`src/rtl/srl_arb_pkg.sv`:
```
// Shared types for the SRL delay arbiter: requester ID width and the sideband tag
// that travels alongside each payload through the delay line.
package srl_arb_pkg;

   localparam int MAX_REQ = 4;
   localparam int ID_W    = (MAX_REQ > 1) ? $clog2(MAX_REQ) : 1;

   typedef logic [ID_W-1:0] req_id_t;

   typedef struct packed {
      logic    vld;
      req_id_t id;
   } tag_t;

endpackage

```
`src/rtl/rr_arbiter.sv`:
```
// Combinational round-robin grant over an eligibility vector; the pointer register
// moves past the winner so the next search starts one above the last grant.
module rr_arbiter
   import srl_arb_pkg::*;
#(
   parameter int NUM_REQ = MAX_REQ
) (
   input  logic               i_clk,
   input  logic               i_rst_n,
   input  logic [NUM_REQ-1:0] i_elig,
   output logic [NUM_REQ-1:0] o_grant,
   output req_id_t            o_grant_id
);

   localparam req_id_t LAST_ID = req_id_t'(NUM_REQ - 1);

   req_id_t ptr;

   always_comb begin
      int      idx;
      req_id_t cand;
      logic    found;
      o_grant    = '0;
      o_grant_id = '0;
      found      = 1'b0;
      idx        = 0;
      cand       = '0;
      for (int i = 0; i < NUM_REQ; i++) begin
         idx = int'(ptr) + i;
         if (idx >= NUM_REQ) begin
            idx = idx - NUM_REQ;
         end
         cand = req_id_t'(idx);
         if (!found && i_elig[cand]) begin
            found         = 1'b1;
            o_grant[cand] = 1'b1;
            o_grant_id    = cand;
         end
      end
   end

   always_ff @(posedge i_clk or negedge i_rst_n) begin
      if (!i_rst_n) begin
         ptr <= '0;
      end else if (|o_grant) begin
         ptr <= (o_grant_id == LAST_ID) ? '0 : req_id_t'(o_grant_id + 1'b1);
      end
   end

endmodule

```
`src/rtl/shift_reg.sv`:
```
// Fixed-latency data delay line, DEPTH cycles from input to output.
// Always shifts, no reset, no flow control: validity is tracked outside.
module shift_reg #(
   parameter int WIDTH = 8,
   parameter int DEPTH = 16
) (
   input  logic             i_clk,
   input  logic [WIDTH-1:0] i_data,
   output logic [WIDTH-1:0] o_data
);

   logic [WIDTH-1:0] stage [DEPTH];

   always_ff @(posedge i_clk) begin
      stage[0] <= i_data;
      for (int i = 1; i < DEPTH; i++) begin
         stage[i] <= stage[i-1];
      end
   end

   assign o_data = stage[DEPTH-1];

endmodule

```
`src/rtl/srl_delay_arbiter.sv`:
```
// Shares one SRL_DEPTH-cycle delay line among NUM_REQ requesters, tagging words with their ID.
// A requester is only granted while it holds a credit; returns above CREDITS are flagged sticky.
module srl_delay_arbiter
   import srl_arb_pkg::*;
#(
   parameter int DATA_WIDTH = 8,
   parameter int SRL_DEPTH  = 16,
   parameter int NUM_REQ    = MAX_REQ,
   parameter int CREDITS    = 8
) (
   input  logic                            i_clk,
   input  logic                            i_rst_n,
   input  logic [NUM_REQ-1:0]              i_req_valid,
   input  logic [NUM_REQ*DATA_WIDTH-1:0]   i_req_data,
   output logic [NUM_REQ-1:0]              o_req_ready,
   output logic [NUM_REQ-1:0]              o_rsp_valid,
   output logic [DATA_WIDTH-1:0]           o_rsp_data,
   input  logic [NUM_REQ-1:0]              i_rsp_credit,
   output logic [$clog2(SRL_DEPTH+1)-1:0]  o_inflight,
   output logic                            o_credit_err
);

   localparam int              CW        = $clog2(CREDITS + 1);
   localparam int              IW        = $clog2(SRL_DEPTH + 1);
   localparam logic [CW-1:0]   CRED_FULL = CW'(CREDITS);

   logic                   running;
   logic [NUM_REQ-1:0]     elig;
   logic [NUM_REQ-1:0]     grant;
   req_id_t                grant_id;
   logic                   accept;
   logic                   rsp_any;
   logic [NUM_REQ-1:0]     overflow;
   logic [CW-1:0]          credit [NUM_REQ];
   logic [DATA_WIDTH-1:0]  req_data [NUM_REQ];
   logic [DATA_WIDTH-1:0]  srl_in;
   logic [DATA_WIDTH-1:0]  srl_out;
   tag_t                   tag_pipe [SRL_DEPTH];
   tag_t                   tag_tail;
   logic [NUM_REQ-1:0]     rsp_valid;
   logic [IW-1:0]          inflight;
   logic                   credit_err;

   // Holds grants off while in reset and for the first cycle after release.
   always_ff @(posedge i_clk or negedge i_rst_n) begin
      if (!i_rst_n) begin
         running <= 1'b0;
      end else begin
         running <= 1'b1;
      end
   end

   always_comb begin
      for (int k = 0; k < NUM_REQ; k++) begin
         req_data[k] = i_req_data[k*DATA_WIDTH +: DATA_WIDTH];
         elig[k]     = running && i_req_valid[k] && (credit[k] != '0);
         overflow[k] = i_rsp_credit[k] && !grant[k] && (credit[k] == CRED_FULL);
      end
   end

   rr_arbiter #(
      .NUM_REQ (NUM_REQ)
   ) u_arb (
      .i_clk      (i_clk),
      .i_rst_n    (i_rst_n),
      .i_elig     (elig),
      .o_grant    (grant),
      .o_grant_id (grant_id)
   );

   assign accept = |grant;
   assign srl_in = req_data[grant_id];

   shift_reg #(
      .WIDTH (DATA_WIDTH),
      .DEPTH (SRL_DEPTH)
   ) u_srl (
      .i_clk  (i_clk),
      .i_data (srl_in),
      .o_data (srl_out)
   );

   // Sideband runs in lockstep with the SRL; idle cycles shift in a zero valid.
   always_ff @(posedge i_clk or negedge i_rst_n) begin
      if (!i_rst_n) begin
         for (int i = 0; i < SRL_DEPTH; i++) begin
            tag_pipe[i] <= '0;
         end
      end else begin
         tag_pipe[0] <= '{vld: accept, id: grant_id};
         for (int i = 1; i < SRL_DEPTH; i++) begin
            tag_pipe[i] <= tag_pipe[i-1];
         end
      end
   end

   assign tag_tail = tag_pipe[SRL_DEPTH-1];

   always_comb begin
      rsp_valid = '0;
      for (int k = 0; k < NUM_REQ; k++) begin
         if (tag_tail.vld && (tag_tail.id == req_id_t'(k))) begin
            rsp_valid[k] = 1'b1;
         end
      end
   end

   assign rsp_any = tag_tail.vld;

   always_ff @(posedge i_clk or negedge i_rst_n) begin
      if (!i_rst_n) begin
         for (int k = 0; k < NUM_REQ; k++) begin
            credit[k] <= CRED_FULL;
         end
         credit_err <= 1'b0;
      end else begin
         for (int k = 0; k < NUM_REQ; k++) begin
            if (grant[k] && !i_rsp_credit[k]) begin
               credit[k] <= credit[k] - 1'b1;
            end else if (!grant[k] && i_rsp_credit[k] && (credit[k] != CRED_FULL)) begin
               credit[k] <= credit[k] + 1'b1;
            end
         end
         if (|overflow) begin
            credit_err <= 1'b1;
         end
      end
   end

   always_ff @(posedge i_clk or negedge i_rst_n) begin
      if (!i_rst_n) begin
         inflight <= '0;
      end else begin
         case ({accept, rsp_any})
            2'b10:   inflight <= inflight + 1'b1;
            2'b01:   inflight <= inflight - 1'b1;
            default: inflight <= inflight;
         endcase
      end
   end

   assign o_req_ready  = grant;
   assign o_rsp_valid  = rsp_valid;
   assign o_rsp_data   = srl_out;
   assign o_inflight   = inflight;
   assign o_credit_err = credit_err;

endmodule

```
`config.mk`:
```
export PLATFORM = sky130hd
export DESIGN_NAME = srl_delay_arbiter
export DESIGN_NICKNAME = d
export VERILOG_FILES = /design/src/rtl/srl_arb_pkg.sv /design/src/rtl/rr_arbiter.sv /design/src/rtl/shift_reg.sv /design/src/rtl/srl_delay_arbiter.sv
export SDC_FILE = /design/constraint.sdc
export NUM_CORES = 1
export LEC_CHECK = 0
export ABC_CLOCK_PERIOD_IN_PS = 4600
export BUFFER_PORTS_ARGS = -buffer_cell sky130_fd_sc_hd__buf_2
export CORE_MARGIN = 2
export CORE_UTILIZATION = 45
export CTS_CLUSTER_DIAMETER = 80
export DETAILED_ROUTE_END_ITERATION = 10
export HOLD_SLACK_MARGIN = 0.05
export PLACE_DENSITY_LB_ADDON = 0.12
export SLEW_MARGIN = 20
export SYNTH_ARGS = -nofsm -noshare
export SYNTH_HDL_FRONTEND = slang
export SYNTH_SLANG_ARGS = --single-unit
```
`constraint.sdc`:
```
create_clock -name i_clk -period 4.6 [get_ports i_clk]
set_input_delay 0.69 -clock i_clk [delete_from_list [all_inputs] [get_ports i_clk]]
set_output_delay 0.69 -clock i_clk [all_outputs]
set_load 0.02 [all_outputs]
```
[Yosys cells after proc, flatten, opt, wreduce, memory -nomap -nowiden]
Memory sizes are Yosys's and may differ from the RTL's.
Index checks and enable logic that the tools add are counted.
Operators by class
  bitwise logic cells: 4
  muxes and demuxes: 48
  eq/ne operators: 14
  order comparisons: 13
  add/subtract/negate cells: 18
  reductions and logical operators: 58
Operators with widths (count)
  4-bit 2-to-1 mux: 12
  1-bit logical AND: 35
  2-bit 2-to-1 mux: 9
  4-bit by 1-bit adder with 4-bit output (second input constant): 4
  8-bit binary-select mux with 2-bit select: 1
  4-bit equality test (second input constant): 4
  8-bit 2-to-1 mux: 2
  4-bit inequality test (second input constant): 4
  4-bit nonzero test: 4
  4-bit by 1-bit subtractor with 4-bit output (second input constant): 4
  1-bit 2-to-1 mux: 15
  3-bit greater-or-equal comparator (second input constant): 4
  2-bit by 3-bit less-than comparator with 1-bit output (second input constant): 4
  4-bit OR: 3
  1-bit logical NOT: 11
  5-bit case mux with 2 select lines: 1
  2-bit nonzero test: 5
  1-bit binary-select mux with 2-bit select: 4
  1-bit demux with 2-bit select: 4
  2-bit equality test (second input constant): 4
  2-bit by 1-bit greater-or-equal comparator with 1-bit output (second input constant): 4
  4-bit OR reduction: 2
  2-bit by 1-bit subtractor with 2-bit output (second input constant): 4
  2-bit by 2-bit adder with 3-bit output (second input constant): 2
  other kinds (8): 9
Word-level totals
  logic and storage cells: 196
  flip-flop bits (word level): 73
  output and inout port bits: 22
  memories kept: 1
  bits in writable memories: 128
  input port bits: 42
Memories
  u_srl.stage: depth 16, width 8, read ports 16, clocked after Yosys merged registers in 0, wr ports 16, RTL line shift_reg.sv:12  | logic [WIDTH-1:0] stage [DEPTH];

[Longest topological paths before layout]
  depth in word-level cells: 19
  mapped depth: 20
  depth with buffers taken out: 18

[By module]
Synthesis repeated with hierarchy kept, for this count alone.
Second synthesis, totals
  cells, all modules: 462
  area total of the unflattened synthesis: 6412.4 sq um
By module, submodules not included
  srl_delay_arbiter: seq. area each 1781.7 sq um, times used 1, cells an instance 236, area each 3105.5 sq um
  shift_reg: seq. area each 2562.5 sq um, times used 1, cells an instance 128, area each 2562.5 sq um
  rr_arbiter: seq. area each 50.0 sq um, times used 1, cells an instance 98, area each 744.5 sq um

[Worst setup path before layout]
OpenSTA, ideal clock, no wires.
  path kind: reg-to-reg
  from: register u_arb.ptr[0]
  to: register inflight[4] (netlist: o_inflight[4])
  setup slack: 0.585 ns
  setup time: 0.130 ns
  arrival: 3.885 ns
  buffers on the path: 2
  cell stages (with the launch flop): 21
  required time: 4.470 ns
  cell sequence: dfrtp_1 > buf_2 > inv_1 > ha_1 > clkbuf_1 > nand3b_1 > o221ai_1 > and2_1 > o311ai_2 > a22oi_4 > nand4_2 > inv_1 > ha_1 > inv_1 > fa_1 > inv_1 > a21o_1 > a21oi_1 > xnor2_1 > nor2_1 > xor2_1
On the way
  cells in the longest elaborated chain, start to end: 17
Ends and longest elaborated chain
  start, declared: RTL line rr_arbiter.sv:17  | req_id_t ptr;
  start signal, assigned: RTL line rr_arbiter.sv:46  | ptr <= (o_grant_id == LAST_ID) ? '0 : req_id_t'(o_grant_id + 1'b1);
  branches (longest 13 deep; another with 2-bit by 1-bit adder with 3-bit output)
  4-bit 2-to-1 mux *: RTL line rr_arbiter.sv:34  | if (!found && i_elig[cand]) begin
  4-bit OR reduction *: RTL line srl_delay_arbiter.sv:71  | assign accept = |grant;
  net accept: RTL line srl_delay_arbiter.sv:31  | logic accept;
  2-bit by 1-bit equality test with 1-bit output or 2-bit equality test (tied branches): RTL line srl_delay_arbiter.sv:134  | case ({accept, rsp_any})
  5-bit case mux with 2 select lines or 2-bit nonzero test (tied branches)
  end signal, assigned: RTL line srl_delay_arbiter.sv:135  | 2'b10: inflight <= inflight + 1'b1;
  end signal, assigned: RTL line srl_delay_arbiter.sv:136  | 2'b01: inflight <= inflight - 1'b1;
  end signal, assigned: RTL line srl_delay_arbiter.sv:137  | default: inflight <= inflight;
  end, declared: RTL line srl_delay_arbiter.sv:41  | logic [IW-1:0] inflight;
Mark *: on every way through the listed nets, which the timed path passes. The select of a mux whose other input is x is not followed.
A chain may end at the register's enable or synchronous reset.

[Worst setup path in the final report]
  from: register u_arb.ptr[1]
  to: register inflight[4] (netlist: o_inflight[4])
The elaborated chain is that of the path after synthesis.

==> flow_metrics.env <==
export IMPL_hpwl_um=6060
export IMPL_initial_core_util_pct=46.3
export IMPL_area_delta_synth_final_pct=18.4
export IMPL_antenna_left=0
export IMPL_synth_cell_types=68
export IMPL_finalPower_mw=6.74
export IMPL_fillers=1161
export IMPL_drc=0
export IMPL_worst_slack_ns=0.383
export IMPL_first_pass_iters=5
export IMPL_switchingPower_mw=2.10
export IMPL_cp_depth=18
export IMPL_clockBufferDepth=3
export IMPL_clock_latency_ns=0.48
export IMPL_maxClockFrequency_mhz=237
export IMPL_max_cap_violations=0
export IMPL_synth_edf_count=0
export IMPL_crit_fanout=10
export IMPL_slowest_delay_ns=0.51
export IMPL_cpMaxStageDelayCell="dfrtp_1"
export IMPL_fin_util_pct=54.8
export IMPL_rsz0062_at_grt="false"
export IMPL_power_leakage_nw=3.46
export IMPL_ys_seq_area_share_pct=68.1
export IMPL_final_min_clock_period_ns=4.22
export IMPL_placedInstanceArea_um2=6980
export IMPL_tritoncts="yes"
export IMPL_finalHoldViolCount=0
export IMPL_cts_resized=0
export IMPL_cpLargestDelayFamily="adder cells"
export IMPL_synth_top_family_by_area="simple AND/OR/NAND/NOR gates"
export IMPL_r2r_start="u_arb.ptr[1]$_DFFE_PN0P_"
export IMPL_diodes=0
export IMPL_fp_dieW_um=124
export IMPL_p_comb_share_pct=32.6
export IMPL_required_ns=4.96
export IMPL_antenna_found_initial=0
export IMPL_cts_root_buf="clkbuf_16"
export IMPL_finClkSkew_ns=0.00684
export IMPL_grt_pass1_vias=3267
export IMPL_timing_critical_path_from="u_arb.ptr[1]$_DFFE_PN0P_"
export IMPL_clock_sinks=201
export IMPL_synth_top_cell_by_area="dfxtp_1"
export IMPL_drt_initial_drc_count=141
export IMPL_grt_usage_pct=12.3
export IMPL_synth_compound_area_share_pct=6.57
export IMPL_arrival_ns=4.58
export IMPL_netlist_top_cells_area="dfxtp_1 40%, dfrtp_1 27%, ha_1 3.9%, mux4_2 3.5%, inv_1 1.7%"
export IMPL_worstSetupEndpoint="o_inflight[4]$_DFFE_PN0P_"
export IMPL_internal_power_mw=4.64
export IMPL_synth_ff_type="dfxtp_1"
export IMPL_r2r_end="o_inflight[4]$_DFFE_PN0P_"
export IMPL_io_pins=64
export IMPL_r2r_cells=18
export IMPL_relSlewSlack_pct=39.7
export IMPL_clockPowerShare_pct=23.0
export IMPL_synth_seq_cells=201
export IMPL_syn_num_nets=504
export IMPL_portBuffers=63
export IMPL_mappedNetlistArea_um2=6450
export IMPL_yosys_area_share_adder_pct=5.43
export IMPL_powerDensity_nw_per_um2=882
export IMPL_critPathCaptureType="flop"
export IMPL_synthArstFlopShare_pct=36.3
export IMPL_p_sw_share_pct=31.2
export IMPL_cts_hold_buf=0
export IMPL_yosys_area_share_simple_pct=8.57
export IMPL_post_cts_buffers=0
export IMPL_grt_max_degree=41
export IMPL_cp_common_cell="inv_1"
export IMPL_core_area_um2=13900
export IMPL_h_tree_depth=1
export IMPL_synth_area_per_cell_um2=14.8
export IMPL_slew_viol_final=0
export IMPL_reg2reg_slack_ns=0.38
export IMPL_numCtsBuffers=20
export IMPL_fin_setup_tns_ns=0
export IMPL_place_congestion=0.882
export IMPL_synthMuxAreaShare_pct=7.17
export IMPL_fin_cells=712
export IMPL_dp_cells=676
export IMPL_status="completed"
export IMPL_synth_top_area_share_pct=39.7
export IMPL_synth_xor_area_share_pct=1.76
export IMPL_vias_per_cell=4.81
export IMPL_crit_buf_inv=4
export IMPL_wire_per_inst_um=12.4
export IMPL_cp_cell_sequence="inv_1 -> ha_1 -> nand3b_1 -> o221ai_1 -> and2_1 -> o311ai_2 -> a22oi_4 -> nand4_2 -> inv_1 -> ha_1 -> inv_1 -> fa_1 -> inv_1 -> a21o_1 -> a21oi_1 -> xnor2_1 -> nor2_1 -> xor2_1"
export IMPL_ys_top_cells_by_count="128 x dfxtp_1, 69 x dfrtp_1, 30 x inv_1"
export IMPL_post_route_period_util_pct=91.7
export IMPL_yosysMostFrequentCell="dfxtp_1"
export IMPL_hold_ws_ns=0.322
export IMPL_worstMarginPinSlew_ns=0.904
export IMPL_drt_total_wl_um=8860
export IMPL_grt_overflow=0
export IMPL_p_seq_share_pct=44.5
export IMPL_drive_gt1_share_pct=28.2
export IMPL_synthCells=437
export IMPL_worstSetupStartpointType="flop"
export IMPL_final_cell_area_um2=7640
export IMPL_vias=3426
export IMPL_setup_viol=0
export IMPL_grt_pass1_wl_um=15000
export IMPL_path_class="flop to flop"
export IMPL_yosysWarnings=0
export IMPL_die_area_um2=15300
export IMPL_finalNetCount=585
export IMPL_path_clk_slew_ns=0.06
export IMPL_hp_class="flop to flop"
export IMPL_pre_cts_ws_ns=0.350
export IMPL_ir_worst_vdd_uv=329
export IMPL_die_h_um=124
export IMPL_placementRows=43
==> cells in the final DEF (no fill, tap or decap), types with 8 or more instances in the layout <==
master,count
inv_1,30
nand3_1,10
xnor2_1,9
dfxtp_1,128
dfrtp_1,69
mux4_2,10
ha_1,20
nand2_1,16
mux2i_1,8
clkbuf_16,21
buf_2,63
==> how the worst min path moves through the flow <==
stage	from	to	depth (start not counted)
after floorplan	u_srl.stage[9][0]$_DFF_P_	u_srl.stage[10][0]$_DFF_P_	0
after CTS	u_srl.stage[6][1]$_DFF_P_	u_srl.stage[7][1]$_DFF_P_	0
after global routing	u_srl.stage[11][7]$_DFF_P_	u_srl.stage[12][7]$_DFF_P_	0
after global placement	u_srl.stage[14][6]$_DFF_P_	u_srl.stage[15][6]$_DFF_P_	0
final	u_srl.stage[6][1]$_DFF_P_	u_srl.stage[7][1]$_DFF_P_	0
after detailed placement	u_srl.stage[9][3]$_DFF_P_	u_srl.stage[10][3]$_DFF_P_	0
==> registers in the layout (all words and copies together), names as in the netlist <==
name / cells
o_inflight: 5
u_arb.ptr: 2
rsp_any: 1
credit: 16
running: 1
tag_pipe: 47
o_credit_err: 1
u_srl.stage: 128
==> worst register-to-register path: stages, from the launching register on <==
cell and delay (ns):
dfrtp_1 0.51, inv_1 0.16, ha_1 0.42, nand3b_1 0.21
o221ai_1 0.36, and2_1 0.34, o311ai_2 0.16, a22oi_4 0.29
nand4_2 0.20, inv_1 0.12, ha_1 0.23, inv_1 0.10
fa_1 0.40, inv_1 0.08, a21o_1 0.12, a21oi_1 0.08
xnor2_1 0.14, nor2_1 0.06, xor2_1 0.14
==> metal layers <==
layer,wire (um),global-route usage [%],vias up
li1,-,-,1678
met2,4030,19.0,100
met4,223,5.54,0
met3,571,2.84,21
met5,0,0,-
met1,4040,16.6,1627
==> final cells by class <==
| type | count | area, um^2 | area share, % |
|---|---|---|---|
| Timing Repair Buffer | 66 | 338 | 4.42 |
| Inverter | 30 | 113 | 1.47 |
| Multi-Input combinational cell | 199 | 1910 | 25.0 |
| Clock buffer | 29 | 606 | 7.93 |
| Sequential cell | 201 | 4390 | 57.5 |
| Tap cell | 180 | 225 | 2.95 |
| Clock inverter | 7 | 57.6 | 0.753 |
==> power by group through the flow <==
stage	sequential [mW]	combinational (mW)	clock, mW
after floorplan	3.03	1.70	0
after global placement	3.00	2.15	0
after detailed placement	3.04	2.23	0
after CTS	3.01	2.23	1.61
after global routing	3.10	2.47	1.69
final	3.00	2.19	1.55
==> cells by family after synthesis <==
family | Yosys count
other | 1
buffers and inverters | 37
AOI/OAI and AO/OA | 45
DFF | 201
adders and majority gates | 25
and+or+nand+nor | 85
xor gates and xnor gates | 13
muxes | 30
(Power assumes the default switching activity.)
